## src/rtl/serial_alu_wide_if.sv

```systemverilog
// Request/response and debug signals of the serial wide ALU.
// The requester drives the master side. The ALU is the slave.
interface serial_alu_wide_if #(
    parameter int unsigned LOG2_NR   = 3,
    parameter int unsigned REG_BITS  = 8,
    parameter int unsigned NSHIFT    = 2,
    parameter int unsigned MAX_WORDS = 4
);
    logic                        start;
    logic [2:0]                  op;
    logic [$clog2(MAX_WORDS):0]  nwords;
    logic [LOG2_NR-1:0]          reg1;
    logic [LOG2_NR-1:0]          reg2;
    logic                        ext_arg2;
    logic                        writeback;
    logic                        flag_en;
    logic [NSHIFT-1:0]           data_in;
    logic                        busy;
    logic                        done;
    logic [NSHIFT-1:0]           data_out;
    logic                        flag_c;
    logic                        flag_v;
    logic                        flag_s;
    logic                        flag_z;
    logic [LOG2_NR-1:0]          dbg_sel;
    logic [REG_BITS-1:0]         dbg_data;

    modport master (
        output start, op, nwords, reg1, reg2, ext_arg2, writeback, flag_en,
               data_in, dbg_sel,
        input  busy, done, data_out, flag_c, flag_v, flag_s, flag_z, dbg_data
    );

    modport slave (
        input  start, op, nwords, reg1, reg2, ext_arg2, writeback, flag_en,
               data_in, dbg_sel,
        output busy, done, data_out, flag_c, flag_v, flag_s, flag_z, dbg_data
    );
endinterface

```

## src/rtl/serial_alu_wide.sv

```systemverilog
// Bit-serial multi-word ALU over a small register file. Each cycle it handles one
// NSHIFT-bit chunk, LSB first, and chains the carry across chunks and word boundaries.
module serial_alu_wide #(
    parameter int unsigned LOG2_NR   = 3,
    parameter int unsigned REG_BITS  = 8,
    parameter int unsigned NSHIFT    = 2,
    parameter int unsigned MAX_WORDS = 4
) (
    input logic              clk,
    input logic              reset,
    serial_alu_wide_if.slave bus
);
    localparam int unsigned NR   = 1 << LOG2_NR;
    localparam int unsigned CPW  = REG_BITS / NSHIFT;
    localparam int unsigned CW   = (CPW > 1) ? $clog2(CPW) : 1;
    localparam int unsigned NW_W = $clog2(MAX_WORDS) + 1;
    localparam int unsigned SW   = NSHIFT + 1;

    typedef enum logic {S_IDLE, S_RUN} state_t;
    typedef enum logic [2:0] {
        OP_ADD = 3'd0, OP_SUB = 3'd1, OP_ADC = 3'd2, OP_SBC = 3'd3,
        OP_AND = 3'd4, OP_OR  = 3'd5, OP_XOR = 3'd6, OP_MOV = 3'd7
    } op_t;

    typedef logic [CPW-1:0][NSHIFT-1:0] word_t;

    state_t             state_q, state_d;
    op_t                op_q, op_d;
    logic [NW_W-1:0]    n_q, n_d;
    logic [LOG2_NR-1:0] r1_q, r1_d, r2_q, r2_d;
    logic               ext_q, ext_d, wb_q, wb_d, fen_q, fen_d;
    logic [CW-1:0]      cidx_q, cidx_d;
    logic [NW_W-1:0]    widx_q, widx_d;
    logic               carry_q, carry_d, zacc_q, zacc_d, done_q, done_d;
    logic               fc_q, fc_d, fv_q, fv_d, fs_q, fs_d, fz_q, fz_d;
    word_t              regs_q [NR];
    word_t              regs_d [NR];
    // Pre-op copy of the file so overlapping source/destination ranges read original values
    word_t              snap_q [NR];
    word_t              snap_d [NR];

    logic [LOG2_NR-1:0] a_idx, b_idx;
    logic [NSHIFT-1:0]  a_chk, b_chk, bb, res;
    logic [SW-1:0]      sum;
    logic               cout, ovf, arith, last, init_carry;
    logic [CW-1:0]      nxt_c;
    logic [NW_W-1:0]    nxt_w, n_eff;

    // Chunk datapath, evaluated every busy cycle from the current position
    always_comb begin
        a_idx = r1_q + LOG2_NR'(widx_q);
        b_idx = r2_q + LOG2_NR'(widx_q);
        a_chk = snap_q[a_idx][cidx_q];
        b_chk = ext_q ? bus.data_in : snap_q[b_idx][cidx_q];
        bb    = (op_q == OP_SUB || op_q == OP_SBC) ? ~b_chk : b_chk;
        sum   = {1'b0, a_chk} + {1'b0, bb} + SW'(carry_q);
        cout  = sum[NSHIFT];
        ovf   = (a_chk[NSHIFT-1] == bb[NSHIFT-1]) && (sum[NSHIFT-1] != a_chk[NSHIFT-1]);
        arith = (op_q inside {OP_ADD, OP_SUB, OP_ADC, OP_SBC});
        case (op_q)
            OP_AND:  res = a_chk & b_chk;
            OP_OR:   res = a_chk | b_chk;
            OP_XOR:  res = a_chk ^ b_chk;
            OP_MOV:  res = b_chk;
            default: res = sum[NSHIFT-1:0];
        endcase
    end

    // Position bookkeeping and request decoding
    always_comb begin
        last = (cidx_q == CW'(CPW - 1)) && (widx_q == n_q - NW_W'(1));
        if (cidx_q == CW'(CPW - 1)) begin
            nxt_c = '0;
            nxt_w = widx_q + NW_W'(1);
        end else begin
            nxt_c = cidx_q + CW'(1);
            nxt_w = widx_q;
        end
        if (bus.nwords == '0) begin
            n_eff = NW_W'(1);
        end else if (bus.nwords > NW_W'(MAX_WORDS)) begin
            n_eff = NW_W'(MAX_WORDS);
        end else begin
            n_eff = bus.nwords;
        end
        case (op_t'(bus.op))
            OP_SUB:         init_carry = 1'b1;
            OP_ADC, OP_SBC: init_carry = fc_q;
            default:        init_carry = 1'b0;
        endcase
    end

    // Sequencer next-state and register/flag updates
    always_comb begin
        state_d = state_q;
        op_d    = op_q;
        n_d     = n_q;
        r1_d    = r1_q;
        r2_d    = r2_q;
        ext_d   = ext_q;
        wb_d    = wb_q;
        fen_d   = fen_q;
        cidx_d  = cidx_q;
        widx_d  = widx_q;
        carry_d = carry_q;
        zacc_d  = zacc_q;
        done_d  = 1'b0;
        fc_d    = fc_q;
        fv_d    = fv_q;
        fs_d    = fs_q;
        fz_d    = fz_q;
        regs_d  = regs_q;
        snap_d  = snap_q;
        case (state_q)
            S_IDLE: begin
                if (bus.start) begin
                    state_d = S_RUN;
                    op_d    = op_t'(bus.op);
                    n_d     = n_eff;
                    r1_d    = bus.reg1;
                    r2_d    = bus.reg2;
                    ext_d   = bus.ext_arg2;
                    wb_d    = bus.writeback;
                    fen_d   = bus.flag_en;
                    cidx_d  = '0;
                    widx_d  = '0;
                    carry_d = init_carry;
                    zacc_d  = 1'b1;
                    snap_d  = regs_q;
                    done_d  = (CPW == 1) && (n_eff == NW_W'(1));
                end
            end
            S_RUN: begin
                if (arith) begin
                    carry_d = cout;
                end
                zacc_d = zacc_q & (res == '0);
                if (wb_q) begin
                    regs_d[a_idx][cidx_q] = res;
                end
                if (last) begin
                    state_d = S_IDLE;
                    if (fen_q) begin
                        fs_d = res[NSHIFT-1];
                        fz_d = zacc_q & (res == '0);
                        if (arith) begin
                            fc_d = cout;
                            fv_d = ovf;
                        end
                    end
                end else begin
                    cidx_d = nxt_c;
                    widx_d = nxt_w;
                    done_d = (nxt_c == CW'(CPW - 1)) && (nxt_w == n_q - NW_W'(1));
                end
            end
            default: state_d = S_IDLE;
        endcase
    end

    always_ff @(posedge clk) begin
        if (reset) begin
            state_q <= S_IDLE;
            op_q    <= OP_ADD;
            n_q     <= '0;
            r1_q    <= '0;
            r2_q    <= '0;
            ext_q   <= 1'b0;
            wb_q    <= 1'b0;
            fen_q   <= 1'b0;
            cidx_q  <= '0;
            widx_q  <= '0;
            carry_q <= 1'b0;
            zacc_q  <= 1'b0;
            done_q  <= 1'b0;
            fc_q    <= 1'b0;
            fv_q    <= 1'b0;
            fs_q    <= 1'b0;
            fz_q    <= 1'b0;
            regs_q  <= '{default: '0};
            snap_q  <= '{default: '0};
        end else begin
            state_q <= state_d;
            op_q    <= op_d;
            n_q     <= n_d;
            r1_q    <= r1_d;
            r2_q    <= r2_d;
            ext_q   <= ext_d;
            wb_q    <= wb_d;
            fen_q   <= fen_d;
            cidx_q  <= cidx_d;
            widx_q  <= widx_d;
            carry_q <= carry_d;
            zacc_q  <= zacc_d;
            done_q  <= done_d;
            fc_q    <= fc_d;
            fv_q    <= fv_d;
            fs_q    <= fs_d;
            fz_q    <= fz_d;
            regs_q  <= regs_d;
            snap_q  <= snap_d;
        end
    end

    // The chunk result depends on this cycle's data_in, so data_out cannot be registered
    assign bus.busy     = (state_q == S_RUN);
    assign bus.done     = done_q;
    assign bus.data_out = (state_q == S_RUN && !reset) ? res : '0;
    assign bus.flag_c   = fc_q;
    assign bus.flag_v   = fv_q;
    assign bus.flag_s   = fs_q;
    assign bus.flag_z   = fz_q;
    assign bus.dbg_data = regs_q[bus.dbg_sel];

endmodule

```

## src/flat_wrapper.sv

```systemverilog
// flat-port wrapper written by rule: the top's interface ports become plain ports
module serial_alu_wide_flat 
#(
    parameter int unsigned LOG2_NR   = 3,
    parameter int unsigned REG_BITS  = 8,
    parameter int unsigned NSHIFT    = 2,
    parameter int unsigned MAX_WORDS = 4
)
  (clk, reset, bus_start, bus_op, bus_nwords, bus_reg1, bus_reg2, bus_ext_arg2, bus_writeback, bus_flag_en, bus_data_in, bus_dbg_sel, bus_busy, bus_done, bus_data_out, bus_flag_c, bus_flag_v, bus_flag_s, bus_flag_z, bus_dbg_data);
  serial_alu_wide_if #(.LOG2_NR(LOG2_NR), .REG_BITS(REG_BITS), .NSHIFT(NSHIFT), .MAX_WORDS(MAX_WORDS)) bus_i ();
  input logic clk;
  input logic reset;
  input wire logic [$bits(bus_i.start)-1:0] bus_start;
  input wire logic [$bits(bus_i.op)-1:0] bus_op;
  input wire logic [$bits(bus_i.nwords)-1:0] bus_nwords;
  input wire logic [$bits(bus_i.reg1)-1:0] bus_reg1;
  input wire logic [$bits(bus_i.reg2)-1:0] bus_reg2;
  input wire logic [$bits(bus_i.ext_arg2)-1:0] bus_ext_arg2;
  input wire logic [$bits(bus_i.writeback)-1:0] bus_writeback;
  input wire logic [$bits(bus_i.flag_en)-1:0] bus_flag_en;
  input wire logic [$bits(bus_i.data_in)-1:0] bus_data_in;
  input wire logic [$bits(bus_i.dbg_sel)-1:0] bus_dbg_sel;
  output wire logic [$bits(bus_i.busy)-1:0] bus_busy;
  output wire logic [$bits(bus_i.done)-1:0] bus_done;
  output wire logic [$bits(bus_i.data_out)-1:0] bus_data_out;
  output wire logic [$bits(bus_i.flag_c)-1:0] bus_flag_c;
  output wire logic [$bits(bus_i.flag_v)-1:0] bus_flag_v;
  output wire logic [$bits(bus_i.flag_s)-1:0] bus_flag_s;
  output wire logic [$bits(bus_i.flag_z)-1:0] bus_flag_z;
  output wire logic [$bits(bus_i.dbg_data)-1:0] bus_dbg_data;
  assign bus_i.start = bus_start;
  assign bus_i.op = bus_op;
  assign bus_i.nwords = bus_nwords;
  assign bus_i.reg1 = bus_reg1;
  assign bus_i.reg2 = bus_reg2;
  assign bus_i.ext_arg2 = bus_ext_arg2;
  assign bus_i.writeback = bus_writeback;
  assign bus_i.flag_en = bus_flag_en;
  assign bus_i.data_in = bus_data_in;
  assign bus_i.dbg_sel = bus_dbg_sel;
  assign bus_busy = bus_i.busy;
  assign bus_done = bus_i.done;
  assign bus_data_out = bus_i.data_out;
  assign bus_flag_c = bus_i.flag_c;
  assign bus_flag_v = bus_i.flag_v;
  assign bus_flag_s = bus_i.flag_s;
  assign bus_flag_z = bus_i.flag_z;
  assign bus_dbg_data = bus_i.dbg_data;
  serial_alu_wide #(.LOG2_NR(LOG2_NR), .REG_BITS(REG_BITS), .NSHIFT(NSHIFT), .MAX_WORDS(MAX_WORDS)) u_core (.clk(clk), .reset(reset), .bus(bus_i));
endmodule
```

## config.mk

```make
export PLATFORM = sky130hd
export DESIGN_NAME = serial_alu_wide_flat
export DESIGN_NICKNAME = d
export VERILOG_FILES = /design/src/rtl/serial_alu_wide_if.sv /design/src/rtl/serial_alu_wide.sv /design/src/flat_wrapper.sv
export SDC_FILE = /design/constraint.sdc
export NUM_CORES = 1
export LEC_CHECK = 0
export ABC_CLOCK_PERIOD_IN_PS = 6000
export CAP_MARGIN = 10
export CORE_MARGIN = 3
export CORE_UTILIZATION = 60
export DETAILED_ROUTE_END_ITERATION = 8
export GPL_TIMING_DRIVEN = 0
export PLACE_DENSITY = 0.84
export SYNTH_ARGS = -nofsm -noshare
export SYNTH_HDL_FRONTEND = slang
export SYNTH_SLANG_ARGS = --single-unit
export TNS_END_PERCENT = 5
```

## constraint.sdc

```tcl
create_clock -name clk -period 6 [get_ports clk]
set_input_delay 0.9 -clock clk [delete_from_list [all_inputs] [get_ports clk]]
set_output_delay 0.9 -clock clk [all_outputs]
set_load 0.005 [all_outputs]
```

Word level (Yosys, flattened, before mapping)
Cells that the tools add are included.
W data, S select, Z words.
{"block": "word_totals", "regBits": 156, "input_bits": 23, "output_inout_bits": 16, "elab_cells": 185}
{"block": "op_classes", "n_addsub": 7, "magnitude_cmp": 7, "eq_ne": 19, "mux": 43, "n_bitwise": 9, "n_reduce_logical": 19}
{"cell": "$bmux W8 S3", "n": 3}
{"cell": "$bwmux W64", "n": 1}
{"cell": "$mux W8", "n": 7}
{"cell": "$demux W8 S3", "n": 1}
{"cell": "$mux W2", "n": 9}
{"cell": "$mux W3", "n": 5}
{"cell": "$eq A3 B2 Y1 const B", "n": 4}
{"cell": "$eq A3 B3 Y1 const B", "n": 4}
{"cell": "$ge A4 B4 Y1 const B", "n": 3}
{"cell": "$not A3 Y4", "n": 3}
{"cell": "$pmux W1 S2", "n": 5}
{"cell": "$bmux W2 S2", "n": 2}
{"cell": "$pmux W2 S4", "n": 1}
{"cell": "$reduce_and A2 Y1", "n": 4}
{"cell": "$add A3 B3 Y3", "n": 2}
{"cell": "$eq A3 B1 Y1 const B", "n": 2}
{"cell": "$eq A3 B3 Y1", "n": 2}
{"cell": "$logic_and A1 B1 Y1", "n": 6}
{"cell": "$logic_not A3 Y1", "n": 2}
{"cell": "$mux W1", "n": 6}
{"cell": "$ne A2 B2 Y1 const B", "n": 3}
{"cell": "$pmux W3 S2", "n": 1}
{"cell": "$demux W2 S2", "n": 1}
{"cell": "$eq A2 B2 Y1 const B", "n": 2}
{"cell": "25 further kinds", "n": 25}

Longest topological paths before layout
{"block": "logic_depth", "depth_word": 16, "mapped_depth": 20}

Least setup slack after synthesis
Ideal clock, no wire load.
{"block": "synth_path", "path_kind": "reg2out", "from": "register u_core.widx_q[0]", "to": "output bus_data_out[1]", "t_arrival_ps": 4389, "required_time_ps": 5100, "slack_ps": 711, "path_stages_with_launch": 19, "path_buffers": 4, "path_cell_list": "dfxtp_1 -> ha_1 -> inv_1 -> fa_1 -> clkbuf_2 -> buf_2 -> mux4_2 -> a2111oi_2 -> a311oi_2 -> mux2_2 -> xnor2_1 -> fa_1 -> fa_1 -> o21ai_0 -> a21oi_1 -> o31a_1 -> buf_4 -> buf_6 -> nor2_1"}
{"block": "synth_via", "elab_chain_cells": 14, "elab_cells_between_ends": 24}
{"element": "start, declared", "line_no": "serial_alu_wide.sv:33", "rtl": "logic [NW_W-1:0] widx_q, widx_d;"}
{"element": "start signal, assigned", "line_no": "serial_alu_wide.sv:192", "rtl": "widx_q <= widx_d;"}
{"element": "$add A3 B3 Y3", "line_no": "serial_alu_wide.sv:52", "rtl": "b_idx = r2_q + LOG2_NR'(widx_q);"}
{"element": "$not A3 Y4 (implied by the code)", "line_no": "serial_alu_wide.sv:54", "rtl": "b_chk = ext_q ? bus.data_in : snap_q[b_idx][cidx_q];"}
{"element": "$bmux W8 S3", "line_no": "serial_alu_wide.sv:54"}
{"element": "$mux W8 (implied by the code) (2 in series)", "line_no": "serial_alu_wide.sv:54"}
{"element": "$bmux W2 S2", "line_no": "serial_alu_wide.sv:54"}
{"element": "$mux W2 (implied by the code)", "line_no": "serial_alu_wide.sv:54"}
{"element": "$mux W2", "line_no": "serial_alu_wide.sv:54"}
{"element": "$not A2 Y2", "line_no": "serial_alu_wide.sv:55", "rtl": "bb = (op_q == OP_SUB || op_q == OP_SBC) ? ~b_chk : b_chk;"}
{"element": "$mux W2", "line_no": "serial_alu_wide.sv:55"}
{"element": "$add A2 B2 Y3", "line_no": "serial_alu_wide.sv:56", "rtl": "sum = {1'b0, a_chk} + {1'b0, bb} + SW'(carry_q);"}
{"element": "$add A3 B1 Y3", "line_no": "serial_alu_wide.sv:56"}
{"element": "$pmux W2 S4 *", "line_no": "serial_alu_wide.sv:60", "rtl": "case (op_q)"}
{"element": "$mux W2 *", "line_no": "serial_alu_wide.sv:208", "rtl": "assign bus.data_out = (state_q == S_RUN && !reset) ? res : '0;"}
{"element": "end, declared", "line_no": "flat_wrapper.sv:25", "rtl": "output wire logic [$bits(bus_i.data_out)-1:0] bus_data_out;"}
Every way passes the cells marked *; elsewhere a longest branch is shown, timed or not. The select of a mux whose other input is x is not followed.

Final worst setup path
Ends and elaborated chain as after synthesis.

==> impl_metrics.json <==
{
  "outcome": "complete, no violations",
  "synth_nets": 925,
  "holdPathEnd": "u_core.n_q[1]",
  "clock.fmax_mhz": 170.8,
  "layout_common_cells": "176 x nand2_1, 154 x dfxtp_1, 123 x nor2_1, 87 x a21oi_1, 66 x a211oi_1",
  "layout-drive-gt1-share_pct": 13.22,
  "drcViolationCount": 0,
  "drt_iter0_drc": 997,
  "crit_arrival_ns": 4.95,
  "async_reset_ff_share_pct": 0,
  "power_density_nw_per_um2": 280.0,
  "area_growth_pct": 17.04,
  "maxSlewViolCount": 0,
  "ant_nets": 0,
  "cts.sinks": 156,
  "final_hold_viol_count": 0,
  "grt_setup_unrepaired": "true",
  "grt_max_degree": 17,
  "skew_ns": 0.01069,
  "rr_startpoint": "u_core.widx_q[0]",
  "multi_input_area_sq_um": 4285,
  "cts-hold-fix-buffers": 0,
  "seq_area_sq_um": 3128,
  "maxCapViolCount": 0,
  "leakagePower_nw": 3.047,
  "io_pins": 39,
  "fp.coreArea_sq_um": 12310,
  "grt_pass1_vias": 6856,
  "worst-r2r-cell-count": 20,
  "wl_per_cell_microns": 22.34,
  "n_antenna_cell": 0,
  "fill_cells": 924,
  "rows": 40,
  "syn_area_sq_um": 7760,
  "dp_hpwl_mm": 17.90,
  "hp-class": "flop to flop",
  "via_per_inst": 6.441,
  "ir_drop_v": 0.0002280,
  "die_x_microns": 119.7,
  "grt_remaining_overflow": 0,
  "stdcell_area_sq_um": 9082,
  "ys_ff_latch": 156,
  "worstPathRequired_ns": 5.10,
  "cp-start-kind": "flop",
  "grt_pass1_wl_mm": 38.86,
  "num_vias": 7272,
  "die_h_microns": 119.7,
  "layout.nets": 988,
  "seq_area_frac_synth_pct": 40.25,
  "r2r-end": "u_core.regs_q[49]",
  "min_delay_path_depth": 2,
  "die-area_sq_um": 14330,
  "gr-usage-all-layers_pct": 35.87,
  "synthesis.instances": 885,
  "endpoint_kind": "output port",
  "crit_type": "flop to output port",
  "drt-pass1-iter-count": 6,
  "cts.path.max_buffers": 2,
  "fin_util_pct": 73.77,
  "clock_latency_ns": 0.43,
  "grt_antenna_before_repair": 0,
  "post-route-period-util_pct": 97.57,
  "final_cells": 1129,
  "fin_crit_ns": 5.854,
  "cts_inserted_buffers": 17,
  "ys_types": 50,
  "clk_pin_slew_worst_paths_ns": 0.06,
  "tightest_slew_ns": 0.7964,
  "root_buffer": "clkbuf_16",
  "yosysWarnings": 0,
  "dpl-instance-area_sq_um": 8320,
  "regToRegSetupSlack_ns": 1.29,
  "finalWirelength_mm": 25.23,
  "slew_headroom_pct": 46.91,
  "setup_violations": 0,
  "final_common_cell": "nand2_1",
  "port_buffers": 35,
  "start_util_pct": 63.03,
  "gp_congestion": 1.036,
  "dp.cells": 1088,
  "crit_fanout": 10,
  "synth_edf_count": 0,
  "syn_area_per_cell_sq_um": 8.768,
  "ys.flop_type": "dfxtp_1",
  "cts_tree": "built",
  "hp-start": "u_core.n_q[1]",
  "h-tree-depth": 4
}
-- cell type report --
type | instances | share of cell area, %
multi-input combinational | 642 | 47.18
sequential | 156 | 34.44
clock buffer | 20 | 4.918
timing repair buffer | 44 | 4.587
buffer | 67 | 4.023
tap | 168 | 2.314
clock inverter | 12 | 1.708
inverter | 20 | 0.8266
-- worst max-delay path, cell delays in order, from the launching register on --
cell           delay, ns
dfxtp_4             0.36
ha_1                0.14
inv_1               0.05
fa_1                0.54
clkbuf_8            0.16
buf_4               0.14
mux4_2              0.31
mux2i_2             0.23
a22o_1              0.21
a311oi_2            0.07
mux2_4              0.31
xnor2_1             0.15
fa_2                0.40
fa_1                0.53
o21ai_1             0.06
a21oi_1             0.14
o31a_1              0.17
buf_6               0.12
buf_6               0.13
nor2_1              0.04
dlygate4sd2_1       0.26
-- cells by family (layout without fill, tap and decap cells) --
kind of cell,count (synthesis),count (layout),synth area share (%)
and+or+nand+nor,349,349,18.11
AOI/OAI and AO/OA,191,191,15.75
adders and majority gates,17,17,3.128
buffers and inverters,87,163,5.079
xor gates and xnor gates,11,11,1.790
muxes,74,74,15.90
DFF,156,156,40.25
-- how the worst max path moves through the flow --
stage,startpoint,to,slack (ns),cells past startpoint
after CTS,u_core.r1_q[0],bus_data_out[0],0.03,19
after floorplan,u_core.widx_q[0],bus_data_out[1],0.71,18
after global placement,u_core.widx_q[0],bus_data_out[1],-0.33,19
after detailed placement,u_core.widx_q[0],bus_data_out[1],-0.38,19
after global routing,u_core.widx_q[0],bus_data_out[1],-0.02,20
final,u_core.widx_q[0],bus_data_out[1],0.15,20
-- sequential cells by signal, summed over array words and instances, names as in the netlist, 2 cells and up --
name and count:
u_core.cidx_q 2, u_core.n_q 3, u_core.op_q 3, u_core.r1_q 3, u_core.r2_q 3, u_core.regs_q 64, u_core.snap_q 64, u_core.widx_q 3
-- cell usage after synthesis (4+ instances only) --
cell type  number  area (sq um)
buf_2           8         40.04
a21oi_1        87         435.4
dfxtp_1       156          3123
a31oi_1         5         31.28
nor2_1        123         461.7
nand2b_1        4         25.02
nor2b_1         5         31.28
o221ai_1        4         35.03
a211oi_1       66         495.5
nand2_1       177         664.4
buf_4           5         37.54
ha_1           13         162.7
buf_6           5         56.30
clkbuf_1       45         168.9
nor3_1         12         60.06
o22ai_1         4         25.02
mux4_2         38         855.8
inv_1          19         71.32
mux2i_1        22         220.2
nand3_1        19         95.09
mux2_2         14         157.7
o21ai_0        11         55.05
xor2_1          5         43.79
fa_1            4         80.08
-- where the power goes --
part	internal [mW]	switching [mW]	total, mW
Sequential	1.04	0.00932	1.05
Clock	0.636	0.464	1.10
Combinational	0.143	0.246	0.389
-- stage by stage --
step / hold slack [ns] / total power [mW] / setup TNS [ns] / setup slack, ns
global route: 0.4919 / 2.609 / -0.01625 / -0.01625
global placement: 0.4418 / 1.422 / -0.3336 / -0.3336
finish: 0.4586 / 2.543 / 0 / 0.1459
detailed placement: 0.4461 / 1.424 / -0.3800 / -0.3800
CTS: 0.4607 / 2.520 / 0 / 0.02577
floorplan: 0.4319 / 1.314 / 0 / 0.7115
-- routing by layer --
metal	part of all wire (%)	vias to the layer above	global-route usage, %	wire [microns]
li1	-	3242	-	-
met1	38	3438	47.14	9647
met2	44	480	53.00	11020
met3	12	112	11.45	3033
met4	6.1	0	18.90	1527
met5	0	-	0	0
-- timing repair --
action,4_1_cts,5_1_grt
pin swaps,3,1
endpoints found under the setup margin,2,2
gates resized for setup,23,10
setup buffers,7,2
(Power assumes the default switching activity.)
